==> src/rtl/ram_port_arbiter.sv <==
// Round-robin arbiter sharing one single-port RAM between the core sequencer
// (port C) and the serial program loader (port L). The winner's request is
// latched at grant, the RAM strobe is held for WAIT_CYC cycles, then a
// one-cycle ack is returned together with the read data. Port C can lock the
// RAM so that a multi-access sequence is not interleaved with loader traffic.
module ram_port_arbiter #(
    parameter int ADDR_W   = 8,
    parameter int DATA_W   = 8,
    parameter int WAIT_CYC = 1
) (
    input  logic              clk,
    input  logic              reg_clear_n,
    input  logic              c_req,
    input  logic              c_we,
    input  logic [ADDR_W-1:0] c_addr,
    input  logic [DATA_W-1:0] c_wdata,
    input  logic              c_lock,
    output logic              c_ack,
    input  logic              l_req,
    input  logic              l_we,
    input  logic [ADDR_W-1:0] l_addr,
    input  logic [DATA_W-1:0] l_wdata,
    output logic              l_ack,
    output logic [DATA_W-1:0] rdata,
    output logic [ADDR_W-1:0] ram_addr,
    output logic [DATA_W-1:0] ram_wdata,
    output logic              ram_r,
    output logic              ram_w,
    input  logic [DATA_W-1:0] ram_rdata,
    output logic [1:0]        gnt,
    output logic              busy
);

    localparam int CNT_W = (WAIT_CYC > 1) ? $clog2(WAIT_CYC) : 1;

    typedef enum logic [1:0] {
        S_IDLE   = 2'd0,
        S_ACCESS = 2'd1,
        S_RESP   = 2'd2
    } state_t;

    state_t            state_q, state_d;
    logic [CNT_W-1:0]  cnt_q, cnt_d;
    logic              last_l_q, last_l_d;     // 1: loader won the previous grant
    logic              lock_own_q, lock_own_d; // core holds the RAM
    logic [1:0]        gnt_q, gnt_d;
    logic [ADDR_W-1:0] addr_q, addr_d;
    logic [DATA_W-1:0] wdata_q, wdata_d;
    logic [DATA_W-1:0] rdata_q, rdata_d;
    logic              we_q, we_d;             // latched direction of the access
    logic              rd_q, rd_d;
    logic              wr_q, wr_d;
    logic              c_ack_q, c_ack_d;
    logic              l_ack_q, l_ack_d;

    logic              elig_c, elig_l, pick_l, sel_we;

    // Next-state logic: arbitration in IDLE, strobe timing in ACCESS, ack in RESP
    always_comb begin
        state_d    = state_q;
        cnt_d      = cnt_q;
        last_l_d   = last_l_q;
        lock_own_d = lock_own_q;
        gnt_d      = gnt_q;
        addr_d     = addr_q;
        wdata_d    = wdata_q;
        rdata_d    = rdata_q;
        we_d       = we_q;
        rd_d       = rd_q;
        wr_d       = wr_q;
        c_ack_d    = 1'b0;
        l_ack_d    = 1'b0;
        elig_c     = c_req;
        elig_l     = l_req & ~lock_own_q;
        pick_l     = elig_l & (~elig_c | ~last_l_q);
        sel_we     = pick_l ? l_we : c_we;

        case (state_q)
            S_IDLE: begin
                if (!c_lock) begin
                    lock_own_d = 1'b0;
                end
                if (elig_c || elig_l) begin
                    if (pick_l) begin
                        gnt_d   = 2'b10;
                        addr_d  = l_addr;
                        wdata_d = l_wdata;
                    end else begin
                        gnt_d      = 2'b01;
                        addr_d     = c_addr;
                        wdata_d    = c_wdata;
                        lock_own_d = c_lock;
                    end
                    we_d     = sel_we;
                    rd_d     = ~sel_we;
                    wr_d     = sel_we;
                    last_l_d = pick_l;
                    cnt_d    = CNT_W'(WAIT_CYC - 1);
                    state_d  = S_ACCESS;
                end
            end
            S_ACCESS: begin
                if (cnt_q != '0) begin
                    cnt_d = cnt_q - 1'b1;
                end else begin
                    if (!we_q) begin
                        rdata_d = ram_rdata;
                    end
                    rd_d    = 1'b0;
                    wr_d    = 1'b0;
                    c_ack_d = gnt_q[0];
                    l_ack_d = gnt_q[1];
                    state_d = S_RESP;
                end
            end
            S_RESP: begin
                gnt_d   = 2'b00;
                state_d = S_IDLE;
            end
            default: begin
                gnt_d   = 2'b00;
                rd_d    = 1'b0;
                wr_d    = 1'b0;
                state_d = S_IDLE;
            end
        endcase
    end

    // State register; reset aborts any access in flight without an ack
    always_ff @(posedge clk) begin
        if (!reg_clear_n) begin
            state_q    <= S_IDLE;
            cnt_q      <= '0;
            last_l_q   <= 1'b1;
            lock_own_q <= 1'b0;
            gnt_q      <= 2'b00;
            addr_q     <= '0;
            wdata_q    <= '0;
            rdata_q    <= '0;
            we_q       <= 1'b0;
            rd_q       <= 1'b0;
            wr_q       <= 1'b0;
            c_ack_q    <= 1'b0;
            l_ack_q    <= 1'b0;
        end else begin
            state_q    <= state_d;
            cnt_q      <= cnt_d;
            last_l_q   <= last_l_d;
            lock_own_q <= lock_own_d;
            gnt_q      <= gnt_d;
            addr_q     <= addr_d;
            wdata_q    <= wdata_d;
            rdata_q    <= rdata_d;
            we_q       <= we_d;
            rd_q       <= rd_d;
            wr_q       <= wr_d;
            c_ack_q    <= c_ack_d;
            l_ack_q    <= l_ack_d;
        end
    end

    assign c_ack     = c_ack_q;
    assign l_ack     = l_ack_q;
    assign rdata     = rdata_q;
    assign ram_addr  = addr_q;
    assign ram_wdata = wdata_q;
    assign ram_r     = rd_q;
    assign ram_w     = wr_q;
    assign gnt       = gnt_q;
    assign busy      = (state_q != S_IDLE);

endmodule
==> config.mk <==
export PLATFORM = sky130hd
export DESIGN_NAME = ram_port_arbiter
export DESIGN_NICKNAME = d
export VERILOG_FILES = /design/src/rtl/ram_port_arbiter.sv
export SDC_FILE = /design/constraint.sdc
export NUM_CORES = 1
export LEC_CHECK = 0
export CORE_MARGIN = 2
export CORE_UTILIZATION = 37
export CTS_CLUSTER_SIZE = 16
export DETAILED_ROUTE_END_ITERATION = 7
export GPL_TIMING_DRIVEN = 0
export PLACE_DENSITY_LB_ADDON = 0.05
export SLEW_MARGIN = 20
export SYNTH_ARGS = -nofsm -noshare
export SYNTH_HDL_FRONTEND = slang
export SYNTH_SLANG_ARGS = --single-unit
==> constraint.sdc <==
create_clock -name clk -period 1.6 [get_ports clk]
set_clock_uncertainty 0.05 [all_clocks]
set_input_delay 0.16 -clock clk [delete_from_list [all_inputs] [get_ports clk]]
set_output_delay 0.16 -clock clk [all_outputs]
set_load 0.05 [all_outputs]
== Word level (Yosys, flattened, before mapping) ==
Cells that the tools add are included.
Widths: inputs -> output; s select.
Word-level totals
  flip-flop bits (word level): 36
  logic and storage cells: 61
Operators by class
  add/sub/neg operators: 1
  equality and inequality tests: 4
  muxes and demuxes: 20
  bitwise gates (word level): 12
  reductions and logical operators: 11
Operators by type and width (number)
  $mux 8: 2
  $mux 1: 9
  $not 1->1: 9
  $mux 2: 4
  $pmux 2 s2: 2
  $reduce_and 2->1: 4
  $pmux 1 s3: 2
  $reduce_and 3->1: 2
  $ne 2x2->1 const B: 2
  $reduce_bool 2->1: 2
  $reduce_or 3->1: 1
  $and 1x1->1: 2
  $eq 2x1->1 const B: 1
  $eq 2x2->1 const B: 1
  $logic_not 2->1: 1
  $pmux 1 s2: 1
  $logic_or 1x1->1: 1
  $or 1x1->1: 1
  $sub 1x1->1 const B: 1

== Longest topological paths before layout ==
  word-level depth: 7
  mapped depth: 7
  mapped depth without buffers: 5

== Least setup slack after synthesis ==
Ideal clock, no wire load.
  path kind: reg2reg
  from: register lock_own_q
  to: register addr_q[0], in the netlist ram_addr[0]
  library setup time: 0.128 ns
  arrival time: 1.168 ns
  path slack: 0.254 ns
  stages on the path, launching flop included: 6
  path buffers: 1
  period minus slack after synthesis: 1.346 ns
  path through: dfxtp_1 > nand2b_4 > o211a_4 > buf_6 > a222oi_1 > nor2_1
Between the ends
  longest elaborated chain between the ends: 4
Ends and longest elaborated chain
  start: declaration: RTL line 45  | logic lock_own_q, lock_own_d;
  start signal: assignment: RTL line 149  | lock_own_q <= lock_own_d;
  $not 1->1 (*): RTL line 74  | elig_l = l_req & ~lock_own_q;
  $and 1x1->1 (*): RTL line 74
  $and 1x1->1 or $logic_or 1x1->1 (tied branches): RTL line 75, 83
  $mux 8 or $reduce_and 2->1 (tied branches)
  end signal: assignment: RTL line 151  | addr_q <= addr_d;
  end: declaration: RTL line 47  | logic [ADDR_W-1:0] addr_q, addr_d;
Mark *: on every way between the ends. The rest lies on a longest branch, timed or not.
A chain may end at the register's enable or synchronous reset.

== Final worst setup path ==
  from: input port l_req
  to: register addr_q[2], in the netlist ram_addr[2]
Between the ends
  longest elaborated chain between the ends: 3
Ends and longest elaborated chain
  start: declaration: RTL line 19  | input logic l_req,
  $and 1x1->1 (*): RTL line 74
  $and 1x1->1 or $logic_or 1x1->1 (tied branches): RTL line 75, 83
  $mux 8 or $reduce_and 2->1 (tied branches)
Marked as above.

==> results.toml <==
[drt]
vias = 1320
drt_first_pass_iters = 5
vias_per_cell = 4.98
drtIter0Drc = 96
detail-route-antenna-nets = 0
drc = 0
wl_per_cell_um = 12.9
wl_um = 3430

[clock_network]
cts_tree = "done"
clock_latency_ns = 0.28
clkTransAtPathRegs_ns = 0.06
numCtsBuffers = 5
ctsHtreeMaxLevel = 2
cts_sinks = 35
root_buffer = "clkbuf_8"
cts_hold_buf = 0
cts_buffer_depth = 2

[timing]
finalSetupViolations = 0
min_period_over_period_pct = 92.6
rsz0062_at_grt = "no"
tns_ns = 0
fmax_mhz = 675
tightest_slew_ns = 0.517
hold_viol = 0
drv_slew = 0
min_period_ns = 1.48
slew_headroom_pct = 65.7

[layout]
layout_common_cells = "clkdlybuf4s50_1 (45), dfxtp_1 (31), nor2_1 (29), dlygate4sd2_1 (28), a222oi_1 (16)"
fin_cells = 265
fin_nets = 263
final_common_cell = "clkdlybuf4s50_1"
layout-drive-gt1-share_pct = 12.0
syn2layout_area_growth_pct = 66.9
diodes = 0

[floorplanning]
die_y_um = 64.7
dieArea_mm2 = 0.00419
die_w_um = 64.7
start_util_pct = 37.8
core-area_mm2 = 0.00361
num_rows = 22
io_pins = 78

[placement]
place_congestion = 0.733
place_hpwl_um = 2600
io_buffers = 76
dp.cells = 256

[yosys]
ys_seq_area_share_pct = 51.4
yosysTopAreaCellShare_pct = 51.4
synthCells = 132
ys_top_cells_by_area = "dfxtp_1 (51%), a222oi_1 (12%), nor2_1 (8.0%), mux2i_1 (5.9%), buf_6 (4.1%)"
ys_seq_elements = 35
yosysTopAreaCell = "dfxtp_1"
syn_area_mm2 = 0.00136
syn-num-nets = 179
yosys_warnings = 0
syn_area_per_cell_um2 = 10.3
yosysUniqueCellTypes = 28

[pwr]
finalPower_mw = 2.44
power_frac_comb_pct = 30.8
powerDensity_mw_per_mm2 = 1070
p_switching_mw = 0.785
ir_worst_vdd_mv = 0.493
pwr-share-seq_pct = 41.1
p_int_mw = 1.65
power_frac_clock_pct = 28.0
p_sw_share_pct = 32.2
leakagePower_nw = 1.03

[global_route]
grt.met2_usage_pct = 28.6
grt_pass1_wl_um = 5640
met3_usage_pct = 7.64
grt_pass1_vias = 1259
antenna_found_initial = 0
track_usage_pct = 17.5
met1_usage_pct = 20.0
grt_max_degree = 11
grt-ovfl-total = 0
gr-max-usage-layer = "met2"

[hold_path]
hp-class = "in -> reg"

[worst_setup_path]
slowest_stage = "clkdlybuf4s50_1"
critPathCaptureType = "flop"
cpPeakStageDelay_ns = 0.53
arrival_ns = 1.59
worstPathMaxFanout = 10
crit_path_start_kind = "input pin"
cp.required_ns = 1.71
path_cells = "clkdlybuf4s50_1 > nor2b_4 > o21ai_4 > buf_6 > a222oi_1 > nor2_1"
critPathKind = "in -> reg"

[flow_run]
cap_violations = 0

[outcome]
status = "finished, final reports clean"
==> final timing paths <==
kind / startpoint / end / slack, ns / cells after the start
setup / recovery: l_req / ram_addr[2] / 0.12 / 6
hold reg to reg: gnt[1] / gnt[1] / 0.43 / 2
hold / removal: c_req / gnt[0] / 0.14 / 3
setup reg to reg: lock_own_q / ram_addr[2] / 0.13 / 5
==> registers in the layout, summed over array words and instances (netlist names) <==
register,flops
ram_addr,8
ram_wdata,8
rdata,8
gnt,2
state_q,2
c_ack,1
l_ack,1
last_l_q,1
lock_own_q,1
ram_r,1
ram_w,1
we_q,1
==> per-layer routing <==
layer | wire length [um] | vias to the layer above | part of all wire (%)
li1 | - | 654 | -
met1 | 1430 | 609 | 42
met2 | 1630 | 51 | 47
met3 | 319 | 6 | 9.3
met4 | 51 | 0 | 1.5
met5 | 0 | - | 0
==> power groups by stage <==
stage	clock, mW	sequential, mW	combinational [mW]
finish	0.683	1.00	0.752
global route	0.748	1.01	0.803
CTS	0.705	1.00	0.749
detailed placement	0	1.02	0.793
global placement	0	1.02	0.782
floorplan	0	1.25	0.263
==> layout make-up <==
class	instances	area, um2
clock buffers	8	100
inverters	4	15.0
plain buffers	8	68.8
repair buffers	77	739
well taps	48	60.1
flip-flops and latches	35	706
fillers	327	1330
multi-input cells	85	587
==> per-stage QoR <==
| stage | utilization, % | instance area, um2 | setup WS, ns | hold WS, ns |
|---|---|---|---|---|
| final | 63.1 | 2280 | 0.119 | 0.138 |
| after global routing | 63.1 | 2280 | 0.00747 | 0.166 |
| after CTS | 62.4 | 2250 | 0.00193 | 0.118 |
| after detailed placement | 60.6 | 2180 | -0.238 | 0.413 |
| after global placement | 60.6 | 2180 | -0.192 | 0.414 |
| after floorplan | - | 1360 | 0.254 | 0.219 |
==> cell families after synthesis <==
| family | count (synthesis) | share of synthesized area (%) |
|---|---|---|
| AO/OA/AOI/OAI | 32 | 19.9 |
| buffers and inverters | 12 | 6.15 |
| flip-flops | 35 | 51.4 |
| AND/OR/NAND/NOR | 45 | 16.7 |
| multiplexers | 8 | 5.87 |
==> worst max-delay path, delay by kind of cell <==
kind	cells	cell delay, ns
compound gates	2	0.44
buf+inv	2	0.69
simple gates	2	0.28
==> timing repair <==
item	CTS	global route
endpoints found under the setup margin	29	11
gates resized for setup	31	7
pin swaps	0	3
setup buffers	0	1
==> synthesized netlist by cell type, drive strengths merged <==
| master | n |
|---|---|
| a211o | 1 |
| a21oi | 5 |
| a222oi | 16 |
| and2 | 2 |
| and3 | 1 |
| buf | 6 |
| clkbuf | 2 |
| dfxtp | 35 |
| inv | 4 |
| mux2i | 8 |
| nand2 | 4 |
| nand2b | 2 |
| nand3 | 1 |
| nor2 | 30 |
| nor2b | 1 |
| nor3b | 3 |
| nor4 | 1 |
| o2111ai | 1 |
| o211a | 1 |
| o211ai | 1 |
| o21a | 1 |
| o21ai | 5 |
| o21bai | 1 |
Power figures use the tool's default switching activity.
